`src/rtl/cheri_setb_trap_unit_if.sv`:
```
// Request/response/trap-record bundle for the capability set-bounds unit.
// The requester side drives i_* and the unit drives o_*.
interface cheri_setb_trap_unit_if #(
  parameter int W      = 48,
  parameter int PERM_W = 24,
  parameter int NCH    = 2
);
  localparam int CHW = (NCH > 1) ? $clog2(NCH) : 1;

  logic [NCH-1:0]        i_req_valid;
  logic [NCH-1:0]        o_req_ready;
  logic [NCH*W-1:0]      i_req_pc;
  logic [NCH*W-1:0]      i_cap_base;
  logic [NCH*W-1:0]      i_cap_len;
  logic [NCH*W-1:0]      i_cap_cur;
  logic [NCH*PERM_W-1:0] i_cap_perms;
  logic [NCH*PERM_W-1:0] i_cap_attr;
  logic [NCH-1:0]        i_cap_tag;
  logic [NCH*W-1:0]      i_req_len;

  logic                  o_rsp_valid;
  logic                  i_rsp_ready;
  logic [CHW-1:0]        o_rsp_ch;
  logic [W-1:0]          o_rsp_base;
  logic [W-1:0]          o_rsp_len;
  logic [W-1:0]          o_rsp_cur;
  logic [PERM_W-1:0]     o_rsp_perms;
  logic [PERM_W-1:0]     o_rsp_attr;
  logic                  o_rsp_tag;
  logic                  o_rsp_trap;
  logic [2:0]            o_rsp_cause;

  logic                  i_trap_clr;
  logic                  o_trap_valid;
  logic [2:0]            o_trap_cause;
  logic [W-1:0]          o_trap_pc;
  logic [15:0]           o_trap_count;

  modport master (
    output i_req_valid, i_req_pc, i_cap_base, i_cap_len, i_cap_cur,
           i_cap_perms, i_cap_attr, i_cap_tag, i_req_len, i_rsp_ready, i_trap_clr,
    input  o_req_ready, o_rsp_valid, o_rsp_ch, o_rsp_base, o_rsp_len, o_rsp_cur,
           o_rsp_perms, o_rsp_attr, o_rsp_tag, o_rsp_trap, o_rsp_cause,
           o_trap_valid, o_trap_cause, o_trap_pc, o_trap_count
  );

  modport slave (
    input  i_req_valid, i_req_pc, i_cap_base, i_cap_len, i_cap_cur,
           i_cap_perms, i_cap_attr, i_cap_tag, i_req_len, i_rsp_ready, i_trap_clr,
    output o_req_ready, o_rsp_valid, o_rsp_ch, o_rsp_base, o_rsp_len, o_rsp_cur,
           o_rsp_perms, o_rsp_attr, o_rsp_tag, o_rsp_trap, o_rsp_cause,
           o_trap_valid, o_trap_cause, o_trap_pc, o_trap_count
  );
endinterface

```
`src/rtl/cheri_setb_trap_unit.sv`:
```
// Round-robin CSETB unit: validates tag/perm/length/bounds, returns the narrowed
// capability or a trap, and keeps a sticky first-trap record plus trap counter.
module cheri_setb_trap_unit #(
  parameter int W              = 48,
  parameter int PERM_W         = 24,
  parameter int SB_BIT         = 0,
  parameter int NCH            = 2,
  parameter int ALLOW_ZERO_LEN = 0
) (
  input  logic                 r_clk,
  input  logic                 r_rst,
  cheri_setb_trap_unit_if.slave bus
);
  localparam int CHW = (NCH > 1) ? $clog2(NCH) : 1;

  localparam logic [2:0] C_NONE   = 3'd0;
  localparam logic [2:0] C_TAG    = 3'd1;
  localparam logic [2:0] C_PERM   = 3'd2;
  localparam logic [2:0] C_LEN    = 3'd3;
  localparam logic [2:0] C_BOUNDS = 3'd4;

  typedef enum logic [1:0] {IDLE = 2'd0, CHECK = 2'd1, RESP = 2'd2} state_t;

  state_t state_q, state_d;

  logic [CHW-1:0]    ptr_q, gnt_idx, ch_q;
  logic              gnt_found;
  logic [NCH-1:0]    above_ptr, ready;

  logic [W-1:0]      sel_pc, sel_base, sel_len, sel_cur, sel_rlen;
  logic [PERM_W-1:0] sel_perms, sel_attr;
  logic              sel_tag;

  logic [W-1:0]      pc_q, base_q, len_q, cur_q, rlen_q;
  logic [PERM_W-1:0] perms_q, attr_q;
  logic              tag_q;

  logic [W:0]        old_end, new_end;
  logic [2:0]        cause_d;

  logic [W-1:0]      rsp_base_q, rsp_len_q, rsp_cur_q;
  logic [PERM_W-1:0] rsp_perms_q, rsp_attr_q;
  logic              rsp_tag_q, rsp_trap_q;
  logic [2:0]        rsp_cause_q;

  logic              trap_valid_q;
  logic [2:0]        trap_cause_q;
  logic [W-1:0]      trap_pc_q;
  logic [15:0]       trap_count_q;
  logic              trap_hs;

  // Grant the lowest valid channel above the pointer, else wrap to the lowest valid.
  always_comb begin
    above_ptr = '0;
    for (int c = 0; c < NCH; c++) begin
      above_ptr[c] = bus.i_req_valid[c] && (c > int'(ptr_q));
    end
    gnt_found = |bus.i_req_valid;
    gnt_idx   = '0;
    for (int c = NCH - 1; c >= 0; c--) begin
      if (bus.i_req_valid[c]) gnt_idx = CHW'(c);
    end
    if (|above_ptr) begin
      for (int c = NCH - 1; c >= 0; c--) begin
        if (above_ptr[c]) gnt_idx = CHW'(c);
      end
    end
  end

  always_comb begin
    ready     = '0;
    sel_pc    = '0;
    sel_base  = '0;
    sel_len   = '0;
    sel_cur   = '0;
    sel_rlen  = '0;
    sel_perms = '0;
    sel_attr  = '0;
    sel_tag   = 1'b0;
    for (int c = 0; c < NCH; c++) begin
      if (gnt_idx == CHW'(c)) begin
        // Ready is held low while reset is asserted so every output reads zero.
        ready[c]  = r_rst && (state_q == IDLE) && gnt_found;
        sel_pc    = bus.i_req_pc[c*W +: W];
        sel_base  = bus.i_cap_base[c*W +: W];
        sel_len   = bus.i_cap_len[c*W +: W];
        sel_cur   = bus.i_cap_cur[c*W +: W];
        sel_rlen  = bus.i_req_len[c*W +: W];
        sel_perms = bus.i_cap_perms[c*PERM_W +: PERM_W];
        sel_attr  = bus.i_cap_attr[c*PERM_W +: PERM_W];
        sel_tag   = bus.i_cap_tag[c];
      end
    end
  end

  always_comb begin
    state_d = state_q;
    case (state_q)
      IDLE:    if (gnt_found) state_d = CHECK;
      CHECK:   state_d = RESP;
      RESP:    if (bus.i_rsp_ready) state_d = IDLE;
      default: state_d = IDLE;
    endcase
  end

  always_ff @(posedge r_clk or negedge r_rst) begin
    if (!r_rst) state_q <= IDLE;
    else        state_q <= state_d;
  end

  always_ff @(posedge r_clk or negedge r_rst) begin
    if (!r_rst) begin
      ptr_q   <= CHW'(NCH - 1);
      ch_q    <= '0;
      pc_q    <= '0;
      base_q  <= '0;
      len_q   <= '0;
      cur_q   <= '0;
      rlen_q  <= '0;
      perms_q <= '0;
      attr_q  <= '0;
      tag_q   <= 1'b0;
    end else if (state_q == IDLE && gnt_found) begin
      ptr_q   <= gnt_idx;
      ch_q    <= gnt_idx;
      pc_q    <= sel_pc;
      base_q  <= sel_base;
      len_q   <= sel_len;
      cur_q   <= sel_cur;
      rlen_q  <= sel_rlen;
      perms_q <= sel_perms;
      attr_q  <= sel_attr;
      tag_q   <= sel_tag;
    end
  end

  // One extra bit on both ends means a wrap past 2^W always reads as out of bounds.
  always_comb begin
    old_end = {1'b0, base_q} + {1'b0, len_q};
    new_end = {1'b0, cur_q} + {1'b0, rlen_q};
    if (!tag_q)                                         cause_d = C_TAG;
    else if (!perms_q[SB_BIT])                          cause_d = C_PERM;
    else if ((ALLOW_ZERO_LEN == 0) && (rlen_q == '0))   cause_d = C_LEN;
    else if ((cur_q < base_q) || (new_end > old_end))   cause_d = C_BOUNDS;
    else                                                cause_d = C_NONE;
  end

  always_ff @(posedge r_clk or negedge r_rst) begin
    if (!r_rst) begin
      rsp_base_q  <= '0;
      rsp_len_q   <= '0;
      rsp_cur_q   <= '0;
      rsp_perms_q <= '0;
      rsp_attr_q  <= '0;
      rsp_tag_q   <= 1'b0;
      rsp_trap_q  <= 1'b0;
      rsp_cause_q <= '0;
    end else if (state_q == CHECK) begin
      rsp_perms_q <= perms_q;
      rsp_attr_q  <= attr_q;
      rsp_cur_q   <= cur_q;
      rsp_cause_q <= cause_d;
      rsp_trap_q  <= (cause_d != C_NONE);
      rsp_tag_q   <= (cause_d == C_NONE);
      rsp_base_q  <= (cause_d == C_NONE) ? cur_q  : base_q;
      rsp_len_q   <= (cause_d == C_NONE) ? rlen_q : len_q;
    end
  end

  assign trap_hs = (state_q == RESP) && bus.i_rsp_ready && rsp_trap_q;

  // A clear arriving with a trap handshake still records that trap.
  always_ff @(posedge r_clk or negedge r_rst) begin
    if (!r_rst) begin
      trap_valid_q <= 1'b0;
      trap_cause_q <= '0;
      trap_pc_q    <= '0;
      trap_count_q <= '0;
    end else begin
      if (trap_hs && (!trap_valid_q || bus.i_trap_clr)) begin
        trap_valid_q <= 1'b1;
        trap_cause_q <= rsp_cause_q;
        trap_pc_q    <= pc_q;
      end else if (bus.i_trap_clr) begin
        trap_valid_q <= 1'b0;
        trap_cause_q <= '0;
        trap_pc_q    <= '0;
      end
      if (trap_hs && (trap_count_q != 16'hFFFF)) trap_count_q <= trap_count_q + 16'd1;
    end
  end

  assign bus.o_req_ready  = ready;
  assign bus.o_rsp_valid  = (state_q == RESP);
  assign bus.o_rsp_ch     = ch_q;
  assign bus.o_rsp_base   = rsp_base_q;
  assign bus.o_rsp_len    = rsp_len_q;
  assign bus.o_rsp_cur    = rsp_cur_q;
  assign bus.o_rsp_perms  = rsp_perms_q;
  assign bus.o_rsp_attr   = rsp_attr_q;
  assign bus.o_rsp_tag    = rsp_tag_q;
  assign bus.o_rsp_trap   = rsp_trap_q;
  assign bus.o_rsp_cause  = rsp_cause_q;
  assign bus.o_trap_valid = trap_valid_q;
  assign bus.o_trap_cause = trap_cause_q;
  assign bus.o_trap_pc    = trap_pc_q;
  assign bus.o_trap_count = trap_count_q;
endmodule

```
`src/flat_wrapper.sv`:
```
// flat-port wrapper written by rule: the top's interface ports become plain ports
module cheri_setb_trap_unit_flat 
#(
  parameter int W              = 48,
  parameter int PERM_W         = 24,
  parameter int SB_BIT         = 0,
  parameter int NCH            = 2,
  parameter int ALLOW_ZERO_LEN = 0
)
  (r_clk, r_rst, bus_i_req_valid, bus_i_req_pc, bus_i_cap_base, bus_i_cap_len, bus_i_cap_cur, bus_i_cap_perms, bus_i_cap_attr, bus_i_cap_tag, bus_i_req_len, bus_i_rsp_ready, bus_i_trap_clr, bus_o_req_ready, bus_o_rsp_valid, bus_o_rsp_ch, bus_o_rsp_base, bus_o_rsp_len, bus_o_rsp_cur, bus_o_rsp_perms, bus_o_rsp_attr, bus_o_rsp_tag, bus_o_rsp_trap, bus_o_rsp_cause, bus_o_trap_valid, bus_o_trap_cause, bus_o_trap_pc, bus_o_trap_count);
  cheri_setb_trap_unit_if #(.W(W), .PERM_W(PERM_W), .NCH(NCH)) bus_i ();
  input  logic r_clk;
  input  logic r_rst;
  input wire logic [$bits(bus_i.i_req_valid)-1:0] bus_i_req_valid;
  input wire logic [$bits(bus_i.i_req_pc)-1:0] bus_i_req_pc;
  input wire logic [$bits(bus_i.i_cap_base)-1:0] bus_i_cap_base;
  input wire logic [$bits(bus_i.i_cap_len)-1:0] bus_i_cap_len;
  input wire logic [$bits(bus_i.i_cap_cur)-1:0] bus_i_cap_cur;
  input wire logic [$bits(bus_i.i_cap_perms)-1:0] bus_i_cap_perms;
  input wire logic [$bits(bus_i.i_cap_attr)-1:0] bus_i_cap_attr;
  input wire logic [$bits(bus_i.i_cap_tag)-1:0] bus_i_cap_tag;
  input wire logic [$bits(bus_i.i_req_len)-1:0] bus_i_req_len;
  input wire logic [$bits(bus_i.i_rsp_ready)-1:0] bus_i_rsp_ready;
  input wire logic [$bits(bus_i.i_trap_clr)-1:0] bus_i_trap_clr;
  output wire logic [$bits(bus_i.o_req_ready)-1:0] bus_o_req_ready;
  output wire logic [$bits(bus_i.o_rsp_valid)-1:0] bus_o_rsp_valid;
  output wire logic [$bits(bus_i.o_rsp_ch)-1:0] bus_o_rsp_ch;
  output wire logic [$bits(bus_i.o_rsp_base)-1:0] bus_o_rsp_base;
  output wire logic [$bits(bus_i.o_rsp_len)-1:0] bus_o_rsp_len;
  output wire logic [$bits(bus_i.o_rsp_cur)-1:0] bus_o_rsp_cur;
  output wire logic [$bits(bus_i.o_rsp_perms)-1:0] bus_o_rsp_perms;
  output wire logic [$bits(bus_i.o_rsp_attr)-1:0] bus_o_rsp_attr;
  output wire logic [$bits(bus_i.o_rsp_tag)-1:0] bus_o_rsp_tag;
  output wire logic [$bits(bus_i.o_rsp_trap)-1:0] bus_o_rsp_trap;
  output wire logic [$bits(bus_i.o_rsp_cause)-1:0] bus_o_rsp_cause;
  output wire logic [$bits(bus_i.o_trap_valid)-1:0] bus_o_trap_valid;
  output wire logic [$bits(bus_i.o_trap_cause)-1:0] bus_o_trap_cause;
  output wire logic [$bits(bus_i.o_trap_pc)-1:0] bus_o_trap_pc;
  output wire logic [$bits(bus_i.o_trap_count)-1:0] bus_o_trap_count;
  assign bus_i.i_req_valid = bus_i_req_valid;
  assign bus_i.i_req_pc = bus_i_req_pc;
  assign bus_i.i_cap_base = bus_i_cap_base;
  assign bus_i.i_cap_len = bus_i_cap_len;
  assign bus_i.i_cap_cur = bus_i_cap_cur;
  assign bus_i.i_cap_perms = bus_i_cap_perms;
  assign bus_i.i_cap_attr = bus_i_cap_attr;
  assign bus_i.i_cap_tag = bus_i_cap_tag;
  assign bus_i.i_req_len = bus_i_req_len;
  assign bus_i.i_rsp_ready = bus_i_rsp_ready;
  assign bus_i.i_trap_clr = bus_i_trap_clr;
  assign bus_o_req_ready = bus_i.o_req_ready;
  assign bus_o_rsp_valid = bus_i.o_rsp_valid;
  assign bus_o_rsp_ch = bus_i.o_rsp_ch;
  assign bus_o_rsp_base = bus_i.o_rsp_base;
  assign bus_o_rsp_len = bus_i.o_rsp_len;
  assign bus_o_rsp_cur = bus_i.o_rsp_cur;
  assign bus_o_rsp_perms = bus_i.o_rsp_perms;
  assign bus_o_rsp_attr = bus_i.o_rsp_attr;
  assign bus_o_rsp_tag = bus_i.o_rsp_tag;
  assign bus_o_rsp_trap = bus_i.o_rsp_trap;
  assign bus_o_rsp_cause = bus_i.o_rsp_cause;
  assign bus_o_trap_valid = bus_i.o_trap_valid;
  assign bus_o_trap_cause = bus_i.o_trap_cause;
  assign bus_o_trap_pc = bus_i.o_trap_pc;
  assign bus_o_trap_count = bus_i.o_trap_count;
  cheri_setb_trap_unit #(.W(W), .PERM_W(PERM_W), .SB_BIT(SB_BIT), .NCH(NCH), .ALLOW_ZERO_LEN(ALLOW_ZERO_LEN)) u_core (.r_clk(r_clk), .r_rst(r_rst), .bus(bus_i));
endmodule
```
`config.mk`:
```
export PLATFORM = sky130hd
export DESIGN_NAME = cheri_setb_trap_unit_flat
export DESIGN_NICKNAME = d
export VERILOG_FILES = /design/src/rtl/cheri_setb_trap_unit_if.sv /design/src/rtl/cheri_setb_trap_unit.sv /design/src/flat_wrapper.sv
export SDC_FILE = /design/constraint.sdc
export NUM_CORES = 2
export LEC_CHECK = 0
export CAP_MARGIN = 0
export CORE_AREA = 2 2 334 336
export DETAILED_ROUTE_END_ITERATION = 8
export DIE_AREA = 0 0 336 338
export GPL_ROUTABILITY_DRIVEN = 0
export GPL_TIMING_DRIVEN = 0
export REMOVE_ABC_BUFFERS = 1
export SYNTH_ARGS = -nofsm -noshare
export SYNTH_HDL_FRONTEND = slang
export SYNTH_SLANG_ARGS = --single-unit
```
`constraint.sdc`:
```
create_clock -name r_clk -period 6.2 [get_ports r_clk]
set_input_delay 0.62 -clock r_clk [delete_from_list [all_inputs] [get_ports r_clk]]
set_output_delay 0.62 -clock r_clk [all_outputs]
set_load 0.01 [all_outputs]
```
==> reports/qor.csv <==
metric;value;unit
worst-path-max-fanout;47;
area_delta_synth_final;42.92;%
synth_area_leaders;dfrtp_1, nand2_1, mux2i_1;
synth-seq-area-share;44.50;%
fin_skew;0.02020;ns
grt_pass1_vias;27530;
crit_type;register to register;
timing.fmax;167.2;MHz
clkSinkCount;558;
grt_overflow;0;
instances_no_fill;5853;
timing.hold.ws;0.4627;ns
postSynthCellCount;3519;
finalHoldViolations;0;
min_period_over_period;96.48;%
finalSetupTns;0;ns
via_count;28230;
drt-vias-per-instance;4.823;
synth_compound_area_share;16.63;%
synth_fa_ha_area_share;7.823;%
nNetsFinal;5096;
power.total;26.66;mW
port_buffers;852;
power-per-cell-area;594.3;nW/um^2
cts_root_buf;clkbuf_16;
synth_cell_types;75;
initialDrtViolationCount;1572;
synth_commonest_cells;nand2_1, dfrtp_1, o21ai_0, a21oi_1, mux2i_1;
die_w;336;um
maxCapViolations;0;
yosys.area_share.xor_xnor;2.819;%
ys_ff_latch;558;
cp.arrival;6.47;ns
path_clk_slew;0.06;ns
synth_top_area_share;44.42;%
post-place-ws;-1.415;ns
status;finished clean;
drv_slew;0;
holdCritPathClass;register to register;
synth_edf_count;0;
synth_top_family_by_area;compound AO/OA/AOI/OAI gates;
end_kind;register;
synth.most_common_cell;nand2_1;
min_period;5.982;ns
cts_max_level;3;
clock_insertion_delay_worst_skew;0.62;ns
antenna_left;0;
worst_slew_pin_slew;1.028;ns
routedWlPerCell;20.36;um
leakage;20.10;nW
setup_slack;0.2181;ns
cts_buffer_depth;3;
die_area;113600;um^2
worst_ep_required_time;6.69;ns
io_pins;853;
grt_pass1_wl;174.3;mm
routed_wl;119.2;mm
yosysWarnings;0;
detailed_place_hpwl;92.30;mm
dr.pass1.iters;5;
antenna_found_initial;3;
cts_tree;yes;
drive_gt1_share;5.521;%
netlist_area;31380;um^2
numCtsBuffers;68;
coreArea;110100;um^2
synth_mux_area_share;9.286;%
syn_area_per_cell;8.917;um^2
crit_path_start_kind;register;
rows;122;
setup_viol;0;
synthFlopType;dfrtp_1;
slew_headroom;30.82;%
yosys.area_share.simple;15.44;%
antenna_cells;0;
placed_cells;5711;
synth_top_cell_by_area;dfrtp_1;
die_y;338;um
grt_max_degree;117;
start_util;28.51;%
drc;0;
synthArstFlopShare;100.0;%
track_usage;20.30;%
vdd_ir_drop_max;0.0002841;V
per-stage QoR:
step / util [%] / instance area (um^2)
4_1_cts: 40.55 / 44630
5_1_grt: 40.75 / 44850
3_5_place_dp: 38.31 / 42160
6_report: 40.75 / 44850
3_3_place_gp: 37.23 / 40970
2_1_floorplan: - / 30580
path summary, 6_finish.rpt:
path	start	endpoint	slack [ns]	cells after the start
max	u_core.base_q[25]	u_core.bus.o_rsp_base[0]	0.22	25
min	u_core.attr_q[18]	u_core.bus.o_rsp_attr[18]	0.46	2
max reg2reg	u_core.base_q[25]	u_core.bus.o_rsp_base[0]	0.22	25
min reg2reg	u_core.attr_q[18]	u_core.bus.o_rsp_attr[18]	0.46	2
max in group asynchronous	r_rst	u_core.pc_q[21]	3.77	5
min in group asynchronous	r_rst	u_core.len_q[29]	0.53	2
layout make-up:
| class | count | area, um^2 |
|---|---|---|
| clock inverter | 20 | 239.0 |
| tap | 1488 | 1862 |
| multi-input combinational | 2684 | 16700 |
| fill | 11010 | 65210 |
| timing repair buffer | 925 | 9827 |
| clock buffer | 98 | 1947 |
| inverter | 80 | 301.5 |
| sequential | 558 | 13970 |
power by group:
part | internal, mW | total, mW | switching, mW
clock network | 2.33 | 3.97 | 1.64
logic | 6.94 | 15.7 | 8.73
registers | 5.33 | 7.02 | 1.69
layout by cell type (no fill, tap or decap), types with 11 or more instances in the layout:
cell             Yosys  final
o211ai_1            11     11
buf_16               0     16
o21bai_1            15     15
nand2_1            841    841
nand4_1             38     38
nor2_1             156    155
a21o_1              75     75
buf_4                4     21
buf_12               0     32
nand2b_1            20     19
a21oi_1            292    285
dfrtp_1            557    553
nor2b_1             16     14
a31oi_1             22     19
nor4_1              13     13
inv_1               79     79
ha_1               193    186
clkbuf_16            0     70
and3_1              16     16
mux2i_1            290    290
xnor2_1             65     65
o21a_1              13     13
clkbuf_1           160     19
xor2_1              36     36
a211oi_1            15     13
nand3_1             32     31
o21ai_0            395    392
clkdlybuf4s50_1      0    851
nor3_1              23     20
kinds of logic after synthesis:
| logic type | after synthesis |
|---|---|
| adder cells (fa/ha/maj) | 195 |
| AO/OA/AOI/OAI | 916 |
| buffers and inverters | 279 |
| XOR/XNOR | 101 |
| AND/OR/NAND/NOR | 1179 |
| multiplexers | 291 |
| flip-flops | 558 |
worst max-delay path, cell delays in order, from the launching register on:
cell	delay (ns)
dfrtp_2	0.44
ha_2	0.35
a21o_1	0.19
a311oi_2	0.31
nor3_1	0.12
a2111o_1	0.41
a31oi_1	0.17
o21a_2	0.22
o21ai_2	0.09
o41a_1	0.38
or4_1	0.42
and3_1	0.18
ha_1	0.26
and3_1	0.19
nand4_1	0.09
buf_4	0.17
nor2_2	0.13
nand4_1	0.23
nor3_2	0.27
and2_4	0.20
a21oi_4	0.05
buf_4	0.15
or3_4	0.42
buf_16	0.22
nand2_1	0.11
a21oi_1	0.07
metal layers:
layer	global-route usage [%]	vias to the layer above	routed length, um
met1	25.80	13550	50920
li1	-	13830	-
met2	35.48	738	59330
met4	5.715	0	2913
met5	0	-	0
met3	3.318	119	5994
sequential cells by signal (all words and copies together), names as in the netlist, 16 cells and up:
| signal | count |
|---|---|
| u_core.bus.o_rsp_perms | 24 |
| u_core.cur_q | 48 |
| u_core.bus.o_rsp_len | 48 |
| u_core.attr_q | 24 |
| u_core.bus.o_trap_pc | 48 |
| u_core.rlen_q | 48 |
| u_core.bus.o_trap_count | 16 |
| u_core.bus.o_rsp_attr | 24 |
| u_core.base_q | 48 |
| u_core.len_q | 48 |
| u_core.perms_q | 24 |
| u_core.bus.o_rsp_cur | 48 |
| u_core.bus.o_rsp_base | 48 |
| u_core.pc_q | 48 |
timing repair:
| item | in CTS | in global routing |
|---|---|---|
| gates cloned | 2 | 0 |
| hold buffers | 1 | 0 |
| endpoints found under the setup margin | 99 | 98 |
| resized for setup | 27 | 37 |
| pin swaps | 10 | 16 |
| endpoints found under the hold margin | 39 | 0 |
| setup buffers | 13 | 8 |
Power figures use the tool's default switching activity.
